===== src/rtl/hp48_bus_master_pkg.sv =====
// Shared definitions for the HP48 nibble-bus initiator.
// - BUSCMD_* bus command codes driven on bus_command
// - req_op encodings accepted on the request interface
// - initiator FSM state encoding
package hp48_bus_master_pkg;

    localparam logic [3:0] BUSCMD_NOP      = 4'h0;
    localparam logic [3:0] BUSCMD_PC_READ  = 4'h1;
    localparam logic [3:0] BUSCMD_DP_READ  = 4'h2;
    localparam logic [3:0] BUSCMD_DP_WRITE = 4'h3;

    typedef enum logic [1:0] {
        OpPcRead   = 2'b00,
        OpDpRead   = 2'b01,
        OpDpWrite  = 2'b10,
        OpReserved = 2'b11
    } req_op_e;

    typedef enum logic [1:0] {
        StIdle,
        StIssue,
        StDrain,
        StDone
    } state_e;

    function automatic logic [3:0] op_to_buscmd(req_op_e op);
        logic [3:0] cmd;
        unique case (op)
            OpPcRead:  cmd = BUSCMD_PC_READ;
            OpDpRead:  cmd = BUSCMD_DP_READ;
            OpDpWrite: cmd = BUSCMD_DP_WRITE;
            default:   cmd = BUSCMD_NOP;
        endcase
        return cmd;
    endfunction

endpackage


===== src/rtl/hp48_bus_rd_pipe.sv =====
// Read-capture delay line for the HP48 bus initiator.
// Carries {valid, nibble index} for each issued read bus cycle so that the
// returning nibble can be written to the right slot LATENCY cycles later.
// Ports:
//   clk, reset   clock / async active-high reset
//   flush        drop every in-flight entry (bus error)
//   in_valid     a read bus cycle is being issued this cycle
//   in_idx       nibble index of that bus cycle
//   cap_valid    bus_nibble_in this cycle belongs to an issued read
//   cap_idx      nibble index to write it to
module hp48_bus_rd_pipe #(
    parameter int unsigned LATENCY = 1
) (
    input  logic       clk,
    input  logic       reset,
    input  logic       flush,
    input  logic       in_valid,
    input  logic [3:0] in_idx,
    output logic       cap_valid,
    output logic [3:0] cap_idx
);

    if (LATENCY == 0) begin : g_comb
        // Data returns in the same cycle as the bus cycle: capture directly.
        assign cap_valid = in_valid;
        assign cap_idx   = in_idx;
    end else begin : g_pipe
        logic [LATENCY-1:0]      vld_q;
        logic [LATENCY-1:0][3:0] idx_q;

        always_ff @(posedge clk or posedge reset) begin
            if (reset) begin
                vld_q <= '0;
                idx_q <= '0;
            end else if (flush) begin
                vld_q <= '0;
            end else begin
                vld_q[0] <= in_valid;
                idx_q[0] <= in_idx;
                for (int s = 1; s < int'(LATENCY); s++) begin
                    vld_q[s] <= vld_q[s-1];
                    idx_q[s] <= idx_q[s-1];
                end
            end
        end

        assign cap_valid = vld_q[LATENCY-1];
        assign cap_idx   = idx_q[LATENCY-1];
    end

endmodule


===== src/rtl/hp48_bus_master.sv =====
// CPU-side initiator for the HP48 nibble bus.
// Accepts one burst request (PC read, DP read, DP write; 1..16 nibbles) and
// issues it as one nibble bus cycle per clock, gathering read nibbles into a
// 64-bit buffer. A bus_error aborts the burst and reports rsp_error.
// Ports:
//   clk, reset                       clock / async active-high reset
//   req_valid/req_ready              request handshake (ready only when idle)
//   req_op, req_addr, req_len        operation, start address, count-1
//   req_wdata                        write nibbles, nibble i at [4i+3:4i]
//   rsp_valid                        one-cycle completion pulse
//   rsp_rdata, rsp_error             result, held until the next accept
//   bus_address, bus_command         bus cycle address / BUSCMD_* code
//   bus_nibble_out, bus_nibble_in    write nibble out / read nibble in
//   bus_error                        error from the bus manager
module hp48_bus_master
    import hp48_bus_master_pkg::*;
#(
    parameter int unsigned READ_LATENCY = 1
) (
    input  logic        clk,
    input  logic        reset,
    input  logic        req_valid,
    output logic        req_ready,
    input  logic [1:0]  req_op,
    input  logic [19:0] req_addr,
    input  logic [3:0]  req_len,
    input  logic [63:0] req_wdata,
    output logic        rsp_valid,
    output logic [63:0] rsp_rdata,
    output logic        rsp_error,
    output logic [19:0] bus_address,
    output logic [3:0]  bus_command,
    output logic [3:0]  bus_nibble_out,
    input  logic [3:0]  bus_nibble_in,
    input  logic        bus_error
);

    localparam logic [1:0] DrainInit = (READ_LATENCY > 0) ? 2'(READ_LATENCY - 1) : 2'd0;

    state_e      state_q, state_d;
    req_op_e     op_q, op_d;
    logic [19:0] addr_q, addr_d;
    logic [3:0]  len_q, len_d;
    logic [63:0] wdata_q, wdata_d;
    logic [3:0]  idx_q, idx_d;
    logic [1:0]  drain_q, drain_d;
    logic [63:0] rdata_q, rdata_d;
    logic        error_q, error_d;

    logic        issue_rd;
    logic        flush;
    logic        cap_valid;
    logic [3:0]  cap_idx;

    hp48_bus_rd_pipe #(
        .LATENCY (READ_LATENCY)
    ) u_rd_pipe (
        .clk       (clk),
        .reset     (reset),
        .flush     (flush),
        .in_valid  (issue_rd),
        .in_idx    (idx_q),
        .cap_valid (cap_valid),
        .cap_idx   (cap_idx)
    );

    always_comb begin
        state_d        = state_q;
        op_d           = op_q;
        addr_d         = addr_q;
        len_d          = len_q;
        wdata_d        = wdata_q;
        idx_d          = idx_q;
        drain_d        = drain_q;
        rdata_d        = rdata_q;
        error_d        = error_q;
        req_ready      = 1'b0;
        rsp_valid      = 1'b0;
        bus_address    = '0;
        bus_command    = BUSCMD_NOP;
        bus_nibble_out = '0;
        issue_rd       = 1'b0;
        flush          = 1'b0;

        unique case (state_q)
            StIdle: begin
                req_ready = 1'b1;
                if (req_valid) begin
                    op_d    = req_op_e'(req_op);
                    addr_d  = req_addr;
                    len_d   = req_len;
                    wdata_d = req_wdata;
                    idx_d   = '0;
                    rdata_d = '0;
                    error_d = 1'b0;
                    if (req_op_e'(req_op) == OpReserved) begin
                        error_d = 1'b1;
                        state_d = StDone;
                    end else begin
                        state_d = StIssue;
                    end
                end
            end

            StIssue: begin
                bus_address = addr_q + {16'd0, idx_q};
                bus_command = op_to_buscmd(op_q);
                if (op_q == OpDpWrite) begin
                    bus_nibble_out = wdata_q[{idx_q, 2'b00} +: 4];
                end else begin
                    issue_rd = 1'b1;
                end
                // Error takes priority over the last issue.
                if (bus_error) begin
                    flush   = 1'b1;
                    error_d = 1'b1;
                    state_d = StDone;
                end else if (idx_q == len_q) begin
                    if (issue_rd && (READ_LATENCY > 0)) begin
                        drain_d = DrainInit;
                        state_d = StDrain;
                    end else begin
                        state_d = StDone;
                    end
                end else begin
                    idx_d = idx_q + 4'd1;
                end
            end

            StDrain: begin
                if (bus_error) begin
                    flush   = 1'b1;
                    error_d = 1'b1;
                    state_d = StDone;
                end else if (drain_q == 2'd0) begin
                    state_d = StDone;
                end else begin
                    drain_d = drain_q - 2'd1;
                end
            end

            StDone: begin
                rsp_valid = 1'b1;
                state_d   = StIdle;
            end

            default: state_d = StIdle;
        endcase

        // The nibble returning this cycle is kept even if an error aborts now.
        if (cap_valid) begin
            rdata_d[{cap_idx, 2'b00} +: 4] = bus_nibble_in;
        end
    end

    always_ff @(posedge clk or posedge reset) begin
        if (reset) begin
            state_q <= StIdle;
            op_q    <= OpPcRead;
            addr_q  <= '0;
            len_q   <= '0;
            wdata_q <= '0;
            idx_q   <= '0;
            drain_q <= '0;
            rdata_q <= '0;
            error_q <= 1'b0;
        end else begin
            state_q <= state_d;
            op_q    <= op_d;
            addr_q  <= addr_d;
            len_q   <= len_d;
            wdata_q <= wdata_d;
            idx_q   <= idx_d;
            drain_q <= drain_d;
            rdata_q <= rdata_d;
            error_q <= error_d;
        end
    end

    assign rsp_rdata = rdata_q;
    assign rsp_error = error_q;

endmodule


===== config.mk =====
export PLATFORM = sky130hd
export DESIGN_NAME = hp48_bus_master
export DESIGN_NICKNAME = d
export VERILOG_FILES = /design/src/rtl/hp48_bus_master_pkg.sv /design/src/rtl/hp48_bus_rd_pipe.sv /design/src/rtl/hp48_bus_master.sv
export SDC_FILE = /design/constraint.sdc
export NUM_CORES = 1
export LEC_CHECK = 0
export ABC_AREA = 1
export CORE_MARGIN = 2
export CORE_UTILIZATION = 40
export CTS_CLUSTER_SIZE = 12
export DETAILED_ROUTE_END_ITERATION = 16
export PLACE_DENSITY = 0.64
export SLEW_MARGIN = 20
export SYNTH_ARGS = -nofsm -noshare
export SYNTH_HDL_FRONTEND = slang
export SYNTH_SLANG_ARGS = --single-unit

===== constraint.sdc =====
create_clock -name clk -period 7.8 [get_ports clk]
set_input_delay 0.78 -clock clk [delete_from_list [all_inputs] [get_ports clk]]
set_output_delay 0.78 -clock clk [all_outputs]
set_load 0.01 [all_outputs]

; ---- After elaboration in Yosys (flattened, before gate mapping)
; Index checks and enable logic that the tools add are counted.
[op_classes]
add_sub_neg = 4
n_mul = 0
div_mod_pow = 0
n_lt_le_gt_ge = 0
eq_ne = 17
n_shift = 3
n_mux = 39
bitwise_logic = 0
n_reduce_logical = 12
[op_table]
columns = op, count
row1 = $mux 64, 3
row2 = $bwmux 64, 1
row3 = $shift 4x8->64 const A, 1
row4 = $shiftx 4x8->64, 1
row5 = $shiftx 64x7->4, 1
row6 = $mux 2, 12
row7 = $add 20x4->20, 1
row8 = $mux 20, 1
row9 = $mux 4, 5
row10 = $ne 2x2->1 const B, 7
row11 = $mux 1, 12
row12 = $eq 2x2->1 const B, 4
row13 = $neg 6->8, 1
row14 = $pmux 2 s4, 1
row15 = $pmux 4 s2, 1
row16 = $logic_not 2->1, 3
row17 = $ne 3x3->1 const B, 2
row18 = $pmux 2 s3, 1
row19 = $reduce_and 3->1, 2
row20 = $reduce_and 6->1, 1
row21 = $reduce_bool 2->1, 3
row22 = $add 4x1->4 const B, 1
row23 = $eq 2x1->1 const B, 2
row24 = $eq 4x4->1, 1
row25 = 7 further kinds, 7
[totals]
regBits = 168
latch_bits = 0
ramBits = 0
mem_bits_ro = 0
in_bits = 98
output_inout_bits = 95
memories = 0

; ---- Depth between registers and ports, before layout
[depth]
depth_word = 7
ltp_mapped = 12
mapped_depth_nobuf = 11

; ---- Modules after synthesis
; From an unflattened synthesis, not the netlist that was laid out.
[hier_totals]
hier_cells = 1161
hier_area_um2 = 8609.5
[modules_own_cells]
columns = mod, instances, cells_each, area_per_inst_um2
row1 = hp48_bus_master, 1, 1140, 8424.3
row2 = hp48_bus_rd_pipe, 1, 21, 185.2

; ---- Worst setup path after synthesis
; No wires, ideal clock.
[synth_path]
path_type = reg-to-output
startpoint = register idx_q[0]
endpoint = output bus_address[14]
arrival_ns = 1.660
setup_slack_ns = 5.360
path_stages_with_launch = 10
n_path_buf = 0
path_cell_list = dfrtp_1 ha_1 fa_1 nand3_1 nand2_1 nand3_1 inv_1 nand3_1 nand2_1 nor2_1
[synth_via]
elab_chain_cells = 2
[synth_rtl]
columns = item, line
row1 = from (decl), hp48_bus_master.sv:45  ; logic [3:0] idx_q, idx_d;
row2 = from (signal assigned), hp48_bus_master.sv:173  ; idx_q <= idx_d;
row3 = $add 20x4->20, hp48_bus_master.sv:106  ; bus_address = addr_q + {16'd0, idx_q};
row4 = $mux 20, hp48_bus_master.sv:85  ; unique case (state_q)
row5 = to (decl), hp48_bus_master.sv:31  ; output logic [19:0] bus_address,
; No other way between the ends.

; ---- Worst setup path in the final report
[layout_path]
startpoint = register idx_q[2]
endpoint = output bus_address[8]
; Same word-level chain as after synthesis.

==> flow_metrics.py <==
metrics = {
    "floorplanning": {
        "core_um2": 20900,
        "die_h_um": 150,
        "start_util_pct": 40.6,
        "die_w_um": 150,
        "fp.dieArea_um2": 22400,
        "rows": 53,
        "io_pins": 193,
    },
    "route": {
        "first_iter_violations": 392,
        "via_per_inst": 4.78,
        "ant_nets": 0,
        "drcViolationCount": 0,
        "wl_met2_um": 10400,
        "firstDrtPassIters": 5,
        "via_count": 7492,
        "wl_met1_um": 10400,
        "wl_met3_um": 1150,
        "avgRoutedWirePerCell_um": 14.1,
        "postRouteWirelength_um": 22200,
        "top_layer": "met4",
    },
    "cells_and_area": {
        "final_nets": 1395,
        "instances_no_fill": 1569,
        "antenna_cells": 0,
        "fillers": 1983,
        "regArea_um2": 4210,
        "syn_to_final_growth_pct": 31.8,
        "drive_above_1_share_pct": 4.95,
        "multi_input_area_um2": 3580,
        "final_area_um2": 11200,
    },
    "yosys": {
        "avgSynthCellArea_um2": 7.60,
        "ys_ff_latch": 168,
        "syn-instance-count": 1115,
        "mappedNetlistArea_um2": 8470,
        "ys_async_sr_fraction_pct": 100,
        "synth_area_leaders": "dfrtp_1 (50%), nand2_1 (17%), o21ai_0 (7.6%)",
        "ys_warn_count": 0,
        "yosys.area.top_type": "dfrtp_1",
        "ys_seq_area_share_pct": 49.6,
        "synth.most_common_cell": "nand2_1",
        "ys_types": 30,
        "synth_top_area_share_pct": 49.6,
        "ys.flop_type": "dfrtp_1",
        "synth_edf_count": 0,
        "synth_common_cells": "nand2_1 (394), dfrtp_1 (168), o21ai_0 (129)",
    },
    "global_routing": {
        "grt_pass1_wl_um": 36300,
        "grt_overflow": 0,
        "grt_max_degree": 95,
        "antenna_found_initial": 0,
        "grt_pass1_vias": 7173,
        "grt_usage_pct": 20.5,
    },
    "power_and_ir_drop": {
        "p_int_mw": 2.16,
        "power.net_switching_mw": 1.42,
        "peakVddDrop_uv": 182,
        "pwr-share-seq_pct": 36.0,
        "p_leak_nw": 5.15,
        "powerDensity_nw_per_um2": 320,
        "power_mw": 3.57,
        "p_sw_share_pct": 39.6,
        "power.share.clock_pct": 25.1,
        "pwr-share-comb_pct": 38.9,
    },
    "timing": {
        "period_needed_ns": 3.79,
        "finalCritPeriodShare_pct": 48.6,
        "final-setup-viol-count": 0,
        "slew_headroom_pct": 31.3,
        "rsz0062_at_grt": "false",
        "slew_violations": 0,
        "fin_hold_ws_ns": 0.475,
        "tightest_slew_ns": 1.03,
        "setup_tns_ns": 0,
        "max_freq_ghz": 0.264,
        "clock_skew_ns": 0.00985,
        "finalHoldViolations": 0,
    },
    "clocking": {
        "clk_pin_slew_ns": 0.07,
        "cts_sinks": 168,
        "cts_root_buf": "clkbuf_16",
        "h-tree-depth": 4,
        "post_cts_resized": 0,
        "cts_tree": "done",
        "cts_made_buffers": 17,
        "ctsHoldBuffers": 0,
        "cts_max_path_buffers": 2,
        "post_cts.repair.setup_buffers": 0,
        "clock_latency_ns": 0.43,
    },
    "worst_setup_path": {
        "crit_slowest_cell": "dfrtp_1",
        "r2r_cells": 6,
        "critPathKind": "flop to output port",
        "r2r_slack_ns": 4.48,
        "endpoint_kind": "output port",
        "critPathBufInv": 1,
        "crit_chain": "ha_1 -> nand3_1 -> nand2_1 -> nand2_1 -> nor2_1 -> o21ai_0 -> a21oi_1 -> clkdlybuf4s50_1",
        "arrival_ns": 3.01,
        "crit_family": "simple AND/OR/NAND/NOR gates",
        "cp-start-kind": "flop",
        "cp_common_cell": "nand2_1",
        "r2r_end": "wdata_q[38]",
        "critPathRequiredTime_ns": 7.02,
        "cpPeakStageDelay_ns": 0.62,
        "regToRegStartpoint": "state_q[0]",
        "cp_max_fo": 14,
    },
    "worst_hold_path": {
        "hp-start": "wdata_q[62]",
        "hold_end": "wdata_q[62]",
        "hold_path_depth": 2,
        "hold_path_class": "flop to flop",
    },
    "placed_design": {
        "io_buffer_count": 190,
        "dp_cells": 1537,
        "hpwl_um": 15400,
        "post_dp_cell_area_um2": 10500,
        "gp_congestion": 0.810,
    },
    "run_status": {
        "status": "finished, final reports clean",
    },
    "flow_run": {
        "max-cap-violations": 0,
    },
}
[cell families after synthesis]
family / Yosys count / share of synthesized area [%]
buffers and inverters: 171 / 8.20
AOI/OAI and AO/OA: 172 / 10.8
adders and majority gates: 16 / 2.45
DFF: 168 / 49.6
other: 1 / 0.0443
xor gates and xnor gates: 2 / 0.207
and+or+nand+nor: 585 / 28.7
[state kept, by name, summed over array words and instances (netlist names), 2 cells and up]
signal             cells
u_rd_pipe.cap_idx      4
addr_q                20
drain_q                2
op_q                   2
len_q                  4
wdata_q               64
state_q                2
idx_q                  4
rsp_rdata             64
[cells in the final DEF, fill, tap and decap left out, types with 14 or more instances in the layout]
cell	n
nand3_1	92
ha_1	15
a21oi_1	20
o21ai_0	129
nor3_1	14
clkbuf_16	17
o211ai_1	18
nor2_1	61
dfrtp_1	167
nand2_1	393
inv_1	111
clkdlybuf4s50_1	190
[routing by layer]
layer  GRT usage, %  vias up
li1               -     3873
met1           28.3     3386
met2           33.0      213
met3           4.15       20
met4           5.57        0
met5              0        -
[how the worst max path moves through the flow]
stage	start	end	slack [ns]	cells past startpoint
after detailed placement	req_valid	wdata_q[40]	4.00	5
final	idx_q[2]	bus_address[8]	4.01	8
after CTS	idx_q[2]	bus_address[8]	4.01	8
after global routing	idx_q[0]	bus_nibble_out[3]	3.75	8
after global placement	req_valid	rsp_rdata[10]	4.10	7
after floorplan	reset	addr_q[0]	2.47	1
[cell type report]
| type | instances | share of cell area, % |
|---|---|---|
| clock buffer | 18 | 3.93 |
| clock inverter | 14 | 1.66 |
| inverter | 122 | 4.17 |
| multi-input combinational | 777 | 32.1 |
| sequential | 168 | 37.7 |
| tap | 275 | 3.08 |
| timing repair buffer | 195 | 17.4 |
[stage by stage]
stage          setup WS [ns]  util, %
3_5_place_dp            4.00     50.5
5_1_grt                 3.75     53.5
3_3_place_gp            4.10     50.5
6_report                4.01     53.5
2_1_floorplan           2.47        -
4_1_cts                 4.01     53.4
[worst reg2reg max path, cell delays in order (launching register included)]
cell     delay, ns
dfrtp_1       0.43
inv_1         0.13
ha_1          0.27
nand2_4       0.53
inv_4         0.81
buf_4         0.75
o21ai_0       0.23
[power groups by stage]
stage / registers [mW] / logic, mW / clock network (mW)
5_1_grt: 1.32 / 1.60 / 0.951
6_report: 1.29 / 1.39 / 0.897
3_5_place_dp: 1.30 / 1.40 / 0
4_1_cts: 1.28 / 1.40 / 0.914
3_3_place_gp: 1.29 / 1.37 / 0
2_1_floorplan: 1.26 / 0.972 / 0
No activity file was read; power rests on OpenSTA's default activity.
==> patch: new RTL, same settings <==
Make the reset (`reset`) synchronous in 2 clocked blocks. Comments in the files are not updated.
--- a/src/rtl/hp48_bus_rd_pipe.sv
+++ b/src/rtl/hp48_bus_rd_pipe.sv
@@ -29,5 +29,5 @@
         logic [LATENCY-1:0][3:0] idx_q;
 
-        always_ff @(posedge clk or posedge reset) begin
+        always_ff @(posedge clk) begin
             if (reset) begin
                 vld_q <= '0;
--- a/src/rtl/hp48_bus_master.sv
+++ b/src/rtl/hp48_bus_master.sv
@@ -154,5 +154,5 @@
     end
 
-    always_ff @(posedge clk or posedge reset) begin
+    always_ff @(posedge clk) begin
         if (reset) begin
             state_q <= StIdle;
Formal check against the unedited RTL: differs if reset is asserted again (counterexample within 4 cycles, from zero or initial values and one cycle with reset high); with reset held inactive, the same outputs for 4 cycles.
==> patch against the original RTL <==
Wire length grew 7.1%; design area shrank 3.1%; register-to-register slack better by 530 ps; sequential cell count did not move; worst setup slack got worse by 100 ps; global-route usage rose by 1.2 points; power fell by 13%; synthesized area fell by 2.9%; via count grew 10%; first-iteration DRC count increased by 39%.
==> patch: results (changes against the original RTL) <==
metric,value,unit,change
status,"finished, final reports clean",,
cts_resized,0,,unchanged
synthTopCellsByArea,"dfxtp_1 (41%), nor2_1 (14%), o21ai_0 (9.6%), nand2_1 (9.0%), a21oi_1 (6.1%)",,
r2r_end,rsp_rdata[13],,
synth-xor-area-share,0.213,%,+0.0061 points
met1_usage,30.1,%,+1.8 points
fillers,2013,,+1.5%
grt_max_degree,109,,+15%
grt_pass1_vias,7436,,+3.7%
synthDistinctLibCells,36,,+20%
grt_pass1_wl,38000,um,+4.7%
wl_met2,10700,um,+3.4%
wl_met1,11300,um,+9.5%
ys_top_cells_by_count,"nor2_1 (303), nand2_1 (197), dfxtp_1 (168)",,
num_vias,8252,,+10%
holdCritPathClass,register to register,,
hp-start,wdata_q[22],,
crit_arrival,3110,ps,+100 ps
slowest_delay,750,ps,+130 ps
ys_warn_count,0,,unchanged
synth-compound-area-share,17.3,%,+6.5 points
grt_use_met2,34.8,%,+1.8 points
clk_pin_slew_worst_paths,60,ps,
drt-wirelength-per-cell,14.4,um,+1.7%
muxShareOfSynthArea,0,%,unchanged
drt_iter0_markers,546,,+39%
vdd_drop_max,175,uV,-3.6%
synthAdderAreaFrac,2.52,%,+0.073 points
drive_gt1_share,6.15,%,+1.2 points
worst_pin_slew,965,ps,-64.8 ps
antenna_found_initial,0,,unchanged
p_clk,0.831,mW,-7.4%
cts_made_buffers,17,,unchanged
use_met3,3.86,%,-0.29 points
skew,15.1,ps,+5.28 ps
ff2ff_setup_slack,5010,ps,+530 ps
grtUsageTotal,21.8,%,+1.2 points
cp_max_fo,40,,+26
cp_top_family,buffers and inverters,,
critPathLaunch,idx_q[0],,
wl_met3,1260,um,+9.4%
ant_nets,0,,unchanged
switchingPower,1.25,mW,-12%
power.leakage,4.27,nW,-17%
dpl.hpwl,16700,um,+8.7%
crit_end,bus_nibble_out[0],,
seq_cell_power,1.15,mW,-11%
synth-seq-area-share,40.9,%,-8.7 points
reg2regPathDepth,8,,+2
async_flop_share,0,%,-100 points
hold_path_end,wdata_q[22],,
yosys_most_used_dff,dfxtp_1,,
fin_nets,1482,,+6.2%
slowest_stage,inv_1,,
r2r_start,state_q[0],,
clockRootBuffer,clkbuf_16,,
synth_top_area_share,40.9,%,-8.7 points
port-buffer-count,190,,unchanged
gp_congestion,0.906,,+12%
## patch: cell types whose count changed in the layout (fill, tap and decap cells not counted), sizes merged, moves of 2 or more
cell,delta
nor3,+2
o21ai,+27
nand4,+3
o211ai,-6
nand3,-39
nand2,-190
nor2,+245
clkbuf,+3
clkinv,+2
bufinv,-2
a21oi,+80
inv,-39
dfrtp,-168
dfxtp,+168
## patch: per-stage QoR
step                total power, mW  instance area [um^2]  hold slack (ps)  setup slack (ps)  cells
finish                         3.11                 10800              456              3910   1651
CTS                            3.13                 10800              458              3670   1651
floorplan                      1.96                  8230              430              5440   1219
detailed placement             2.29                 10200              450              4140   1619
global route                   3.33                 10800              485              3740   1651
global placement               2.29                 10200              447              4150   1619
## patch: cell type report
cell class              instances  area share [%]
multi-input cells             901            39.5
repair buffers                195            17.9
clock inverters                11            1.04
inverters                      85            3.04
flip-flops and latches        168            31.1
well taps                     270            3.12
clock buffers                  21            4.26
